$ cat src/rtl/fp13_pkg.sv
// Shared FP13 types for the sort engine: word layout and engine states.
package fp13_pkg;

  localparam int FP13_W   = 13;
  localparam int EXP_W    = 4;
  localparam int MANT_W   = 8;
  localparam int SIGN_BIT = 12;

  typedef logic [FP13_W-1:0] fp13_t;

  typedef enum logic [1:0] {
    LOAD,
    SORT,
    DRAIN
  } sort_state_t;

endpackage

$ cat src/rtl/fp_greater_than.sv
// Combinational FP13 ordering: gt is 1 when fp1 sorts strictly after fp2.
module fp_greater_than
  import fp13_pkg::*;
(
  input  fp13_t fp1,
  input  fp13_t fp2,
  output logic  gt
);

  logic [SIGN_BIT-1:0] mag1;
  logic [SIGN_BIT-1:0] mag2;

  // {exponent, mantissa} compared as one field gives exponent-then-mantissa order.
  always_comb begin
    mag1 = fp1[SIGN_BIT-1:0];
    mag2 = fp2[SIGN_BIT-1:0];
    gt   = 1'b0;
    if (fp1[SIGN_BIT] != fp2[SIGN_BIT]) begin
      gt = !fp1[SIGN_BIT];
    end else if (!fp1[SIGN_BIT]) begin
      gt = (mag1 > mag2);
    end else begin
      gt = (mag1 < mag2);
    end
  end

endmodule

$ cat src/rtl/fp_sort_engine.sv
// Captures a burst of FP13 words, bubble-sorts it in place one compare-and-swap
// per cycle, then streams it out ascending.
module fp_sort_engine
  import fp13_pkg::*;
#(
  parameter int DEPTH = 8,
  parameter int CNT_W = $clog2(DEPTH + 1)
) (
  input  logic             clk,
  input  logic             rst,
  input  logic             in_valid,
  output logic             in_ready,
  input  fp13_t            in_data,
  input  logic             in_last,
  output logic             out_valid,
  input  logic             out_ready,
  output fp13_t            out_data,
  output logic             out_last,
  output logic             busy,
  output logic [CNT_W-1:0] elem_count
);

  localparam int IDX_W = $clog2(DEPTH);

  // Handshakes: a word moves on any rising edge where valid and ready are both
  // high; the sender holds data stable until then, and ready never waits on valid.

  sort_state_t      state;
  sort_state_t      state_d;
  fp13_t            mem [DEPTH];
  logic [CNT_W-1:0] count;
  logic [IDX_W-1:0] idx;
  logic [IDX_W-1:0] idx_nxt;
  logic [IDX_W-1:0] limit;
  logic [IDX_W-1:0] rd;
  logic [IDX_W-1:0] last_rd;
  logic             swapped;
  logic             gt;
  logic             accept;
  logic             load_done;
  logic             pass_end;
  logic             sort_done;
  logic             out_fire;

  assign idx_nxt = idx + 1'b1;
  assign last_rd = IDX_W'(count - 1'b1);

  fp_greater_than u_cmp (
    .fp1 (mem[idx]),
    .fp2 (mem[idx_nxt]),
    .gt  (gt)
  );

  // A swap on the final compare of a pass still forces another pass.
  always_comb begin
    accept    = (state == LOAD) && in_valid;
    load_done = accept && (in_last || (count == CNT_W'(DEPTH - 1)));
    pass_end  = (state == SORT) && (idx == limit - 1'b1);
    sort_done = pass_end && (!(swapped || gt) || (limit == IDX_W'(1)));
    out_fire  = (state == DRAIN) && out_ready;
    state_d   = state;
    case (state)
      LOAD:    if (load_done) state_d = (count == '0) ? DRAIN : SORT;
      SORT:    if (sort_done) state_d = DRAIN;
      DRAIN:   if (out_fire && (rd == last_rd)) state_d = LOAD;
      default: state_d = LOAD;
    endcase
  end

  always_ff @(posedge clk) begin
    if (rst) state <= LOAD;
    else     state <= state_d;
  end

  always_ff @(posedge clk) begin
    if (rst) begin
      count   <= '0;
      idx     <= '0;
      limit   <= '0;
      swapped <= 1'b0;
      rd      <= '0;
    end else begin
      case (state)
        LOAD: begin
          if (accept) count <= count + 1'b1;
          if (load_done) begin
            idx     <= '0;
            limit   <= IDX_W'(count);
            swapped <= 1'b0;
            rd      <= '0;
          end
        end
        SORT: begin
          if (pass_end) begin
            idx     <= '0;
            limit   <= limit - 1'b1;
            swapped <= 1'b0;
          end else begin
            idx     <= idx_nxt;
            swapped <= swapped || gt;
          end
        end
        DRAIN: begin
          if (out_fire) begin
            rd <= rd + 1'b1;
            if (rd == last_rd) begin
              count <= '0;
              rd    <= '0;
            end
          end
        end
        default: ;
      endcase
    end
  end

  // Contents are deliberately unreset; count decides which entries are live.
  always_ff @(posedge clk) begin
    if (accept) begin
      mem[count[IDX_W-1:0]] <= in_data;
    end else if ((state == SORT) && gt) begin
      mem[idx]     <= mem[idx_nxt];
      mem[idx_nxt] <= mem[idx];
    end
  end

  assign in_ready   = (state == LOAD);
  assign out_valid  = (state == DRAIN);
  assign out_data   = out_valid ? mem[rd] : '0;
  assign out_last   = out_valid && (rd == last_rd);
  assign busy       = (state != LOAD);
  assign elem_count = count;

endmodule
$ cat config.mk
export PLATFORM = sky130hd
export DESIGN_NAME = fp_sort_engine
export DESIGN_NICKNAME = d
export VERILOG_FILES = /design/src/rtl/fp13_pkg.sv /design/src/rtl/fp_greater_than.sv /design/src/rtl/fp_sort_engine.sv
export SDC_FILE = /design/constraint.sdc
export NUM_CORES = 1
export LEC_CHECK = 0
export CAP_MARGIN = 20
export CORE_ASPECT_RATIO = 1.4
export CORE_MARGIN = 1
export CORE_UTILIZATION = 55
export DETAILED_ROUTE_END_ITERATION = 12
export PLACE_DENSITY_LB_ADDON = 0.25
export SLEW_MARGIN = 10
export SYNTH_ARGS = -nofsm -noshare
export SYNTH_HDL_FRONTEND = slang
export SYNTH_SLANG_ARGS = --single-unit
$ cat constraint.sdc
create_clock -name clk -period 12.2 [get_ports clk]
set_input_delay 2.44 -clock clk [delete_from_list [all_inputs] [get_ports clk]]
set_output_delay 2.44 -clock clk [all_outputs]
set_load 0.005 [all_outputs]
* Word-level counts from Yosys, hierarchy flattened
Memory sizes are Yosys's and may differ from the RTL's. A register that Yosys moved wholly into a read port is not among the register bits.
Cells that the tools add are included.
** Storage, ports and cells
- Flip-flop bits (word level) :: 16
- Bits in latches :: 0
- Memory bits (writable) :: 104
- ROM bits :: 0
- Input bits :: 18
- Output and inout port bits :: 21
- Word-level logic and storage cells :: 88
- Memories :: 1
** Cells by class
- Add/subtract/negate cells :: 5
- $mul :: 0
- Div/mod/pow operators :: 0
- Magnitude comparators :: 2
- Equal/unequal tests :: 14
- Shift-type cells :: 0
- Muxes and demuxes :: 36
- Bitwise operators :: 0
- Reductions and logical operators :: 24
** Memory list
- mem :: words 8, bits a word 13, read ports 3, clocked after Yosys merged registers in 2, write ports 2, line fp_sort_engine.sv:30 : fp13_t mem [DEPTH];
** Operator list (count)
- $mux 3 :: 11
- $mux 13 :: 2
- $pmux 3 s2 :: 3
- $reduce_or 13->1 :: 1
- $gt 12x12->1 :: 1
- $lt 12x12->1 :: 1
- $mux 4 :: 3
- $mux 1 :: 10
- $ne 2x1->1 const B :: 5
- $reduce_and 3->1 :: 3
- $logic_and 1x1->1 :: 8
- $mux 2 :: 4
- $pmux 4 s2 :: 1
- $add 3x1->3 const B :: 2
- $eq 3x3->1 :: 2
- $pmux 2 s3 :: 1
- $reduce_bool 2->1 :: 3
- $sub 3x1->3 const B :: 2
- $add 4x1->4 const B :: 1
- $eq 4x3->1 const B :: 1
- $logic_not 4->1 :: 1
- $ne 2x2->1 const B :: 2
- $reduce_and 4->1 :: 1
- $eq 3x1->1 const B :: 1
- 8 further kinds :: 11

* Longest topological paths before layout
An unclocked memory read counts as a cell.
- Depth in word-level cells :: 11
- Mapped depth :: 17
- Mapped depth without buffers :: 13

* By module
Synthesis repeated with hierarchy kept, for this count alone.
** Second synthesis, totals
- Cells, all modules :: 754
- Area total of the unflattened synthesis :: 8380.5 sq um
** Modules (own cells, without submodules)
- fp_sort_engine :: times used 1, cells each 707, area each 8045.2 sq um, sequential area each 3563.4 sq um
- fp_greater_than :: times used 1, cells each 47, area each 335.3 sq um, sequential area each 0.0 sq um

* Worst setup path after synthesis
OpenSTA, ideal clock, no wires.
- Path type :: reg2reg
- From :: reg with a tool-made name
- To :: mem mem[1][0] (netlist name) (enable)
- Library setup time :: 0.401 ns
- Data arrival time :: 4.878 ns
- Required time :: 11.799 ns
- Slack :: 6.921 ns
- Stages on the path, launching flop included :: 16
- Buffers on the path :: 4
- Clock period less this slack :: 5.279 ns
- Cell sequence :: dfxtp_1 buf_6 buf_1 mux4_2 mux2i_1 inv_1 ha_1 nor2b_1 o211ai_1 a211o_1 a31o_2 a211o_1 buf_6 buf_2 o32a_1 o21ai_0
** RTL lines (line)
- to (decl) :: fp_sort_engine.sv:30

==> impl_results.md <==
* Status: finished, final reports clean
* Die span in x at between 100 and 150 µm
* Clk buf depth at 2
* Largest net degree at the start of global routing at 62
* First-pass GRT wire length at 35,500 µm
* Chip height at ~150 µm
* Kind of critical path: reg2reg
* Lkg Pwr at around 3.2 nW
* Most frequent CP cell: buf_4
* Core region area at 0.0151 mm²
* Worst setup margin at a little under 6 ns
* Worst slack at placement at 5.98 ns
* Area Growth Syn to Fin at 14.2%
* CTS Sinks at between 100 and 150
* FMAX at approximately 160 MHz
* Hold crit path type: reg2reg
* Fill cells at approximately 1,100
* Pwr/cell area at between 200 and 250 mW/mm²
* Final HPWL DP at about 15,000 µm
* Initial core utilization at 0.565
* Crit-path max cell delay at roughly 0.8 ns
* Critical Path RT at roughly 12 ns
* Commonest non-fill, non-tap cell in the layout: mux2i_1
* Max IR drop VDD at 0.103 mV
* Final Instance Count excl. Fillers at about 900
* I/O Pins at 39
* Final min period at approximately 6.3 ns
* Fin Hold WS at 0.506 ns
* Total CTS buffers at 17
* Hold Buf Count CTS at 0
* PortBufs at 38
* Vias at 6,100
* Final count of pins violating max slew at 0
* CTS clock-pin slew for the worst setup and hold paths at about 0.06 ns
* CTS Root Cell: clkbuf_16
* Antenna cells at 0
* Reg2reg path depth at 16
* RSZ-0062 raised after global routing: no
* Max_cap viols at 0
* Reg-to-reg endpoint: mem[3][1]
* Cells after Synth at 660
* Final Util at 0.646
* CP startpoint: idx[0]
* Register area share after synthesis at 0.419
* Met2 Use GR at 0.520
* Initial DRC count at between 300 and 400
* GRT Max-Usage Layer: met2
* Arrival @ worst endpoint at between 6 and 7 ns
* First-pass iteration count of the detailed router at 5
* Routability Congestion at just under 0.9
* Slew headroom at 0.249
* Overflow after GRT at 0
* Drt total wl at 23,400 µm
* Clk Latency, worst-skew pair at roughly 0.43 ns
* Post-synth EDFFs at about 100
* Placed cell count at around 860
* Crit path cell chain: buf_4 > ha_1 > xor2_1 > nand2_1 > o22ai_1 > nor2_1 > ha_1 > a21oi_1 > o21ai_0 > nand2b_1 > a31oi_2 > a211o_1 > buf_4 > mux2_2 > o21bai_1 > buf_4
* Drt wl/cell at around 26 µm
* Grt met1 use at 0.354
* Crit-path leading delay family: compound AO/OA/AOI/OAI gates
* TNS Setup at 0 ns
* Grt met3 use at 0.0695
* CP startpoint kind: flip-flop
* Worst r2r src: idx[0]
* R2r setup slk at around 5.9 ns
* Vias in the first global route at ~6,300
* FF+latch area at roughly 0.0036 mm²
* Yosys reg bits at roughly 130
* Initial antenna violation count at 0
* Final worst path period share at 0.514
* Setup repair bufs after CTS at 0
* Synth unique cells at 56
* Final Hold Fails at 0
* H-Tree Depth at 4
* WP depth at 16
* Worst-path fanout max at 61
* Crit. End Element: flip-flop
* Asr flop ratio synth at 0
* Multi-input gate area at 0.00456 mm²
* YS warnings at 0
* CTS tree: yes
* Worst Skew at about 0.0095 ns
* Worst Tran Pin Value at roughly 1.1 ns
* Syn nets at 696
* Post-CTS Resized at 0
* Nets at between 700 and 800
* Cell row count at between 50 and 60
* Main synth FF type: edfxtp_1
* Routed vias/inst at 6.82
* Die ar. at between 0.015 and 0.02 mm²
* Worst path bufs/invs at 3
* Total track usage at 0.308
* Share of post-route cells with drive strength above 1 at 0.182
* Mapped Area at approximately 0.0085 mm²
* Finish-stage setup viols at 0
* Mean Syn Cell Area at between 10 and 15 µm²
* Most frequent cells in the layout: mux2i_1, edfxtp_1, mux4_2, nor2_1, clkdlybuf4s50_1
* CP endpoint: mem[3][1]
* DRC Markers at 0
* Critical path's slowest cell: buf_4
* Post-DRT Antenna Nets at 0
-- metrics by stage --
step	instance area [µm²]	power [mW]
5_1_grt	9720	2.24
2_1_floorplan	8510	1.30
6_report	9720	2.13
4_1_cts	9660	2.13
3_5_place_dp	9010	1.55
3_3_place_gp	8990	1.52
-- worst min path at each step --
stage                     startpoint        end  slack (ns)  cells after the start
after floorplan             limit[1]   limit[1]        0.46                      2
after global placement      limit[1]   limit[1]        0.48                      2
after detailed placement       rd[2]      rd[2]        0.50                      2
after CTS                      rd[2]  flip-flop        0.51                      2
after global routing           rd[2]  flip-flop        0.52                      2
final                          rd[2]  flip-flop        0.51                      2
-- worst min-delay path: cells and delay by family, from the launching register on --
kind,cells,cell delay [ns]
DFF,1,0.33
and+or+nand+nor,1,0.06
AOI/OAI and AO/OA,1,0.06
-- registers in the layout (all words and copies together) (netlist names), named ones only --
name	cells
mem	104
limit	3
idx	3
elem_count	4
swapped	1
state	2
rd	3
-- cell families after synthesis --
logic type | share of synthesized area
compound gates | 0.0604
xor+xnor | 0.0124
fa+ha+maj | 0.0265
buf+inv | 0.0465
flops | 0.419
mux | 0.376
simple gates | 0.0591
-- final cells by class --
| type | count | area share |
|---|---|---|
| flip-flops and latches | 126 | 0.367 |
| multi-input cells | 455 | 0.469 |
| clock buffers | 17 | 0.0438 |
| clock inverters | 15 | 0.0230 |
| inverters | 31 | 0.0120 |
| repair buffers | 59 | 0.0602 |
| well taps | 192 | 0.0247 |
-- metal layers --
layer  vias up  part of all wire
li1       2644                 -
met1      3044              0.37
met2       322              0.51
met3        90             0.072
met4         0             0.051
met5         -                 0
-- power by group --
part / leakage, nW / switching [mW] / internal (mW)
clock network: 0.310 / 0.191 / 0.378
logic: 1.80 / 0.526 / 0.403
registers: 1.12 / 0.0621 / 0.575
-- cells in the mapped netlist, types with 2 or more instances --
| library cell | count | share of area |
|---|---|---|
| a211oi_1 | 2 | 0.0018 |
| buf_8 | 2 | 0.0035 |
| mux4_1 | 3 | 0.0093 |
| nand3_1 | 4 | 0.0024 |
| or2_2 | 2 | 0.0015 |
| o21bai_1 | 5 | 0.0044 |
| and2_1 | 2 | 0.0015 |
| a211o_1 | 2 | 0.0021 |
| nand4_1 | 4 | 0.0029 |
| nor2_1 | 39 | 0.017 |
| buf_1 | 13 | 0.0057 |
| nand2b_1 | 5 | 0.0037 |
| buf_6 | 7 | 0.0093 |
| a21oi_1 | 17 | 0.010 |
| ha_1 | 18 | 0.026 |
| nor2b_1 | 3 | 0.0022 |
| o22ai_1 | 26 | 0.019 |
| xnor2_1 | 6 | 0.0062 |
| a21o_1 | 2 | 0.0018 |
| o32a_1 | 3 | 0.0035 |
| nor3_2 | 4 | 0.0047 |
| nand2_1 | 13 | 0.0057 |
| buf_4 | 4 | 0.0035 |
| inv_1 | 30 | 0.013 |
| a22oi_1 | 2 | 0.0018 |
| mux2i_1 | 185 | 0.22 |
| or3_1 | 5 | 0.0037 |
| nor3_1 | 5 | 0.0029 |
| nor3b_1 | 2 | 0.0018 |
| mux4_2 | 49 | 0.13 |
| edfxtp_1 | 104 | 0.37 |
| mux2_2 | 13 | 0.017 |
| o21ai_0 | 8 | 0.0047 |
| buf_2 | 7 | 0.0041 |
| and3_1 | 2 | 0.0015 |
| clkbuf_1 | 15 | 0.0066 |
| xor2_1 | 6 | 0.0062 |
| nor3_4 | 2 | 0.0038 |
| dfxtp_1 | 22 | 0.052 |
Note: power is estimated with default switching activity, not from simulation.
